File: config.mk
export PLATFORM = sky130hd
export DESIGN_NAME = firebird7_in_gate1_tessent_tdr_w19
export DESIGN_NICKNAME = d
export VERILOG_FILES = /design/src/rtl/firebird7_in_gate1_tessent_tdr_pkg.sv /design/src/rtl/firebird7_in_gate1_tessent_tdr_w19.sv
export SDC_FILE = /design/constraint.sdc
export NUM_CORES = 1
export LEC_CHECK = 0
export CAP_MARGIN = 15
export CORE_AREA = 8 8 122 79
export CTS_CLUSTER_DIAMETER = 200
export CTS_CLUSTER_SIZE = 24
export DETAILED_ROUTE_END_ITERATION = 16
export DIE_AREA = 0 0 130 87
export GPL_TIMING_DRIVEN = 0
export HOLD_SLACK_MARGIN = 0.08
export MAX_ROUTING_LAYER = met4
export PLACE_DENSITY = 0.62
export SLEW_MARGIN = 20
export SYNTH_ARGS = -nofsm -noshare
export SYNTH_HDL_FRONTEND = slang
export SYNTH_SLANG_ARGS = --single-unit
File: constraint.sdc
create_clock -name ijtag_tck -period 1.8 [get_ports ijtag_tck]
set_clock_uncertainty 0.2 [all_clocks]
set_input_delay 0.18 -clock ijtag_tck [delete_from_list [all_inputs] [get_ports ijtag_tck]]
set_output_delay 0.18 -clock ijtag_tck [all_outputs]
set_load 0.01 [all_outputs]
File: src/rtl/firebird7_in_gate1_tessent_tdr_pkg.sv
// Shared sizing and helpers for the gate1 IJTAG test data register.
// Chain length is one select slot plus the mux data width.
package firebird7_in_gate1_tessent_tdr_pkg;

    localparam int DATA_W = 19;
    localparam int LEN    = DATA_W + 1;
    localparam int CNT_W  = $clog2(LEN + 1) + 1;

    // Only a shift of exactly LEN bits since the last capture is a valid load.
    function automatic logic tdr_len_ok(input logic [CNT_W-1:0] cnt);
        return cnt == CNT_W'(LEN);
    endfunction

endpackage

File: src/rtl/firebird7_in_gate1_tessent_tdr_w19.sv
// IJTAG TDR driving select/data of the gate1 19-bit mux, with sticky shift-length error.
// Latency: capture/shift/update take effect at the sampling TCK edge; so is straight from the flop.
// Backpressure: none; the host owns the chain timing, bad-length updates are dropped and flagged.
module firebird7_in_gate1_tessent_tdr_w19
    import firebird7_in_gate1_tessent_tdr_pkg::*;
#(
    parameter int DATA_WIDTH = DATA_W
) (
    input  logic                  ijtag_tck,
    input  logic                  ijtag_reset,
    input  logic                  ijtag_sel,
    input  logic                  ijtag_ce,
    input  logic                  ijtag_se,
    input  logic                  ijtag_ue,
    input  logic                  ijtag_si,
    output logic                  ijtag_so,
    input  logic [DATA_WIDTH-1:0] functional_data_in,
    output logic [DATA_WIDTH-1:0] ijtag_data_out,
    output logic                  ijtag_select_out,
    output logic                  len_err
);

    logic [LEN-1:0]        shift_reg;
    logic [CNT_W-1:0]      shift_cnt;
    logic                  sel_q;
    logic [DATA_WIDTH-1:0] data_q;

    logic cap;
    logic shf;
    logic upd;
    logic upd_ok;

    assign cap    = ijtag_sel & ijtag_ce;
    assign shf    = ijtag_sel & ijtag_se & ~ijtag_ce;
    assign upd    = ijtag_sel & ijtag_ue;
    assign upd_ok = upd & tdr_len_ok(shift_cnt);

    always_ff @(posedge ijtag_tck) begin
        if (ijtag_reset) begin
            shift_reg <= '0;
            shift_cnt <= '0;
            sel_q     <= 1'b0;
            data_q    <= '0;
            len_err   <= 1'b0;
        end else begin
            if (cap) begin
                shift_reg <= {len_err, functional_data_in};
                shift_cnt <= '0;
            end else if (shf) begin
                shift_reg <= {ijtag_si, shift_reg[LEN-1:1]};
                // Saturate so an over-long shift can never wrap back to a valid length.
                if (shift_cnt != '1)
                    shift_cnt <= shift_cnt + CNT_W'(1);
            end

            // Update samples the pre-edge chain, so a same-cycle shift/capture is invisible to it.
            if (upd_ok)
                {sel_q, data_q} <= shift_reg;

            if (upd && !upd_ok)
                len_err <= 1'b1;
            else if (cap)
                len_err <= 1'b0;
        end
    end

    assign ijtag_so         = shift_reg[0];
    assign ijtag_data_out   = data_q;
    assign ijtag_select_out = sel_q;

endmodule
# [After elaboration in Yosys (flattened, before gate mapping)]
# Index checks and enable logic that the tools add are counted.
[classes] add_sub_neg=1 n_mul=0 n_div=0 order_cmp=0 n_eq_ne=2 shifts=0 n_mux=4 bitwise=6 reduce_logical=6
[ops] operator="20-bit two-way mux" n=2
[ops] operator="6-bit by 1-bit adder with 6-bit output, second input constant" n=1
[ops] operator="6-bit by 5-bit == test with 1-bit output, second input constant" n=1
[ops] operator="6-bit inequality test, second input constant" n=1
[ops] operator="1-bit bitwise AND" n=5
[ops] operator="2-bit nonzero test" n=2
[ops] operator="1-bit two-way mux" n=2
[ops] operator="2-bit AND reduction" n=1
[ops] operator="2-bit OR reduction" n=1
[ops] operator="1-bit logical AND" n=1
[ops] operator="1-bit logical NOT" n=1
[ops] operator="1-bit inverter" n=1
[totals] ff_bits=47 latch_bits=0 ramBits=0 mem_bits_ro=0 input_bits=26 out_inout_bits=22 word_cells=24 memories=0

# [Logic depth before layout (Yosys ltp)]
[logic_depth] ltp_word=5 ltp_mapped=6 mapped_depth_nobuf=5

# [Least setup slack after synthesis]
# No wires, ideal clock.
[synth_path] kind="flip-flop to flip-flop" startpoint="reg shift_cnt[0]" endpoint="reg data_q[0], in the netlist ijtag_data_out[0]" setup_time_ns=0.072 arrival_time_ns=1.261 required_ns=1.528 setup_slack_ns=0.268 path_stages_with_launch=7 n_path_buf=1 synth_period_minus_slack_ns=1.532 path_cell_list="dfxtp_1 -> inv_1 -> ha_1 -> nand4bb_4 -> nor3_4 -> buf_6 -> mux2i_1"
[synth_via] elab_chain_len=2
[synth_lines] item="start: declaration" line_no="firebird7_in_gate1_tessent_tdr_w19.sv:24" source="logic [CNT_W-1:0] shift_cnt;"
[synth_lines] item="start signal: assignment" line_no="firebird7_in_gate1_tessent_tdr_w19.sv:53" source="shift_cnt <= shift_cnt + CNT_W'(1);"
[synth_lines] item="6-bit by 5-bit == test with 1-bit output" line_no="firebird7_in_gate1_tessent_tdr_pkg.sv:11" source="return cnt == CNT_W'(LEN);"
[synth_lines] item="1-bit bitwise AND" line_no="firebird7_in_gate1_tessent_tdr_w19.sv:36" source="assign upd_ok = upd & tdr_len_ok(shift_cnt);"
[synth_lines] item="end signal: assignment" line_no="firebird7_in_gate1_tessent_tdr_w19.sv:58" source="{sel_q, data_q} <= shift_reg;"
[synth_lines] item="end: declaration" line_no="firebird7_in_gate1_tessent_tdr_w19.sv:26" source="logic [DATA_WIDTH-1:0] data_q;"
# Every way passes these cells.
# A chain may end at the register's enable or synchronous reset.

# [Worst setup path after layout]
[layout_path] startpoint="reg shift_cnt[0]" endpoint="reg data_q[3], in the netlist ijtag_data_out[3]"
# The elaborated chain is that of the path after synthesis.

==> impl_results.md <==
* Outcome: complete, no violations
* Total core area at 8040 µm²
* Buffer and inverter count on the worst path at 2
* Cts bufs inserted at 5
* Routability Congestion at 0.737
* Dpl hpwl at 4420 µm
* Worst-path cell chain: inv_1 -> ha_1 -> nand4bb_4 -> nor3_4 -> buf_6 -> mux2i_1
* Hold Path End: ijtag_select_out
* CP max-delay cell: dfxtp_1
* Synthesis warning total at 0
* Syn Nets at 281
* Syn Area/Cell at roughly 9.0 µm²
* Htree depth at 2
* Die height at 87 µm
* Clock tree buffer depth at 2
* Buffers on Ports at 44
* Initial Util at 28.3%
* Clock Sinks at 47
* Post-synthesis adder-cell area fraction at 1.10%
* M3 GR Usage at 3.97%
* Hold Startpoint: ijtag_reset
* Routed Antenna Nets at 0
* WL per Instance at around 14 µm
* Area leader, netlist: dfxtp_1
* WHS Path Cells at 3
* Initial antenna violation count at 0
* WP data required at 1.81 ns
* FF+latch count, synth at 47
* Die X at about 130 µm
* Drc violations at 0
* Post-synthesis mux area share at 10.6%
* # Post-CTS Setup Buffers at 0
* Cell Rows at 26
* DRT iter0 DRCs at 94
* Slew Limit Fails at 0
* Worst-margin pin slew at 0.471 ns
* Clk_lat worst skew at between 0.2 and 0.3 ns
* Dpl ws at -0.0282 ns
* Post-route worst setup slack at approximately 0.12 ns
* Ant. Diodes at 0
* Post-DR vias/cell at 4.62
* Max incr delay on CP at 0.36 ns
* M2 GR Usage at between 15 and 20%
* Slew margin rel. at 68.6%
* Distinct cell type count of the synthesized netlist at 30
* # hold bufs at CTS at 0
* Share of layout cells above drive strength 1 at 9.21%
* Max VDD drop at 446 µV
* Synth Area in Compound Gates at 11.6%
* Critical Path Start Type: flip-flop
* Post-synth top area share at around two fifths
* Max Freq at around 590 MHz
* Worst Hold Class: primary input to flip-flop
* Clock transition at the registers of the reported paths at 0.07 ns
* WP data arrival at about 1.7 ns
* Register-to-Register Path Depth at 6
* I/O pins at 48
* Routed vias at 1920
* Pre-antenna DRT Iters at 4
* Delay-heaviest family, CP: flip-flops
* Sequential-to-total area share from yosys stat at 41.3%
* Post-Route WL at between 5000 and 6000 µm
* Overall Global Routing Usage at 11.1%
* Kind of critical path: flip-flop to flip-flop
* R2r endpoint: ijtag_data_out[3]
* Die Area at approximately 11000 µm²
* Unrepaired setup endpoints after global routing: true
* CP Max Fanout at 10
* Layout area overhead at 32.7%
* Top post-synthesis cells by area: dfxtp_1, nand2b_1, mux2i_1, a311oi_1, nand3_1
* R2R setup slack at 0.12 ns
* Max FFs per register at 20
* Largest family of logic cells by synthesized area: simple AND/OR/NAND/NOR gates
* Most used routing layer in global routing: met2
* Met1 Use GR at 14.3%
* CTS tree: done
* Final Power at 0.00239 W
* Area of the mapped netlist at approximately 2300 µm²
* Fin crit period at 1.68 ns
* Synth Area in Simple Gates at ~29%
* Cell Pwr Density at 793 nW/µm²
* Largest net degree at the start of global routing at 15
* Hold_ws at between 0.1 and 0.15 ns
* Vias in the first global route at 1882
* R2R Path Start: shift_cnt[0]
* FILL cells at 829
* First-pass GRT wire length at 9480 µm
* Final setup violation count at 0
* Xor/xnor share of the synthesized area at 0%
* CP Capture Type: flip-flop
* MaxCap Viol Count at 0
* Crit share post-route at approximately 94%
* Clock Tree Root: clkbuf_16
* # resized after CTS at 0
* Synthesized instance count at 253
* Leakage power at 1.04 nW
* Final hold violation count at 0
* Nets at 332
* Gr ovfl total at 0
## report_power, final
| group | switching (W) | total, W | internal, W |
|---|---|---|---|
| Sequential | 0.0000289 | 0.00110 | 0.00108 |
| Combinational | 0.000122 | 0.000244 | 0.000122 |
| Clock | 0.000398 | 0.00105 | 0.000648 |
## logic make-up after synthesis
| kind of cell | after synthesis |
|---|---|
| AND/OR/NAND/NOR | 120 |
| flip-flops | 47 |
| AO/OA/AOI/OAI | 33 |
| buffers and inverters | 27 |
| multiplexers | 24 |
| adder cells (fa/ha/maj) | 2 |
## per-layer routing
metal / up-vias / wire, µm
met4: 0 / 59
met1: 885 / 2950
met5: - / 0
met3: 8 / 470
li1: 973 / -
met2: 54 / 2510
## area by class of cell
type	instances	area (µm²)	area share, %
buffer	20	119	3.94
clock buffer	5	125	4.14
clock inverter	2	37.5	1.24
inverter	7	26.3	0.870
multi-input combinational	179	1190	39.4
sequential	47	941	31.2
tap	112	140	4.64
timing repair buffer	44	440	14.6
## placed cells by master (no fill, tap or decap), types with 2 or more instances in the layout
master,count
dfxtp_1,47
a22o_1,3
buf_6,2
mux2i_1,24
nand2_2,2
o21ai_0,2
clkdlybuf4s50_1,44
a31oi_1,3
buf_2,8
and4b_1,2
a211oi_1,3
buf_4,5
clkbuf_16,5
nor2_1,23
inv_1,7
nand2_1,25
clkbuf_1,5
nand3_1,20
nand2b_1,41
a311oi_1,18
ha_1,2
## worst max path at each step
stage	from	to	slack (ns)	depth (start not counted)
2_1_floorplan	shift_cnt[0]	ijtag_data_out[0]	0.27	6
3_3_place_gp	ijtag_ce	shift_cnt[3]	-0.003	5
3_5_place_dp	ijtag_ce	shift_reg[16]	-0.03	6
4_1_cts	shift_cnt[0]	ijtag_data_out[17]	0.08	6
5_1_grt	shift_cnt[0]	ijtag_data_out[3]	-0.001	6
6_report	shift_cnt[0]	ijtag_data_out[3]	0.12	6
## worst min-delay path, cell delays in order
cell,delay [ns]
buf_2,0.18
nand2b_1,0.13
mux2i_1,0.07
## cell usage after synthesis (all sizes together)
cell / instances
a211oi: 3
a21oi: 2
a22o: 3
a311oi: 18
a31oi: 3
and3: 1
and3b: 1
and4b: 2
buf: 15
clkbuf: 5
dfxtp: 47
ha: 2
inv: 7
mux2i: 24
nand2: 27
nand2b: 41
nand3: 20
nand3b: 1
nand4: 1
nand4bb: 1
nor2: 23
nor2b: 1
nor3: 1
o21a: 1
o21ai: 2
o21bai: 1
## per-stage QoR
stage | utilization, % | area [µm²] | TNS [ns] | std cells
2_1_floorplan | - | 2280 | 0 | 253
3_3_place_gp | 35.5 | 2860 | -0.00297 | 409
3_5_place_dp | 35.5 | 2860 | -0.0522 | 409
4_1_cts | 37.6 | 3020 | 0 | 416
5_1_grt | 37.6 | 3020 | -0.00133 | 416
6_report | 37.6 | 3020 | 0 | 416
No activity file was read; power rests on OpenSTA's default activity.
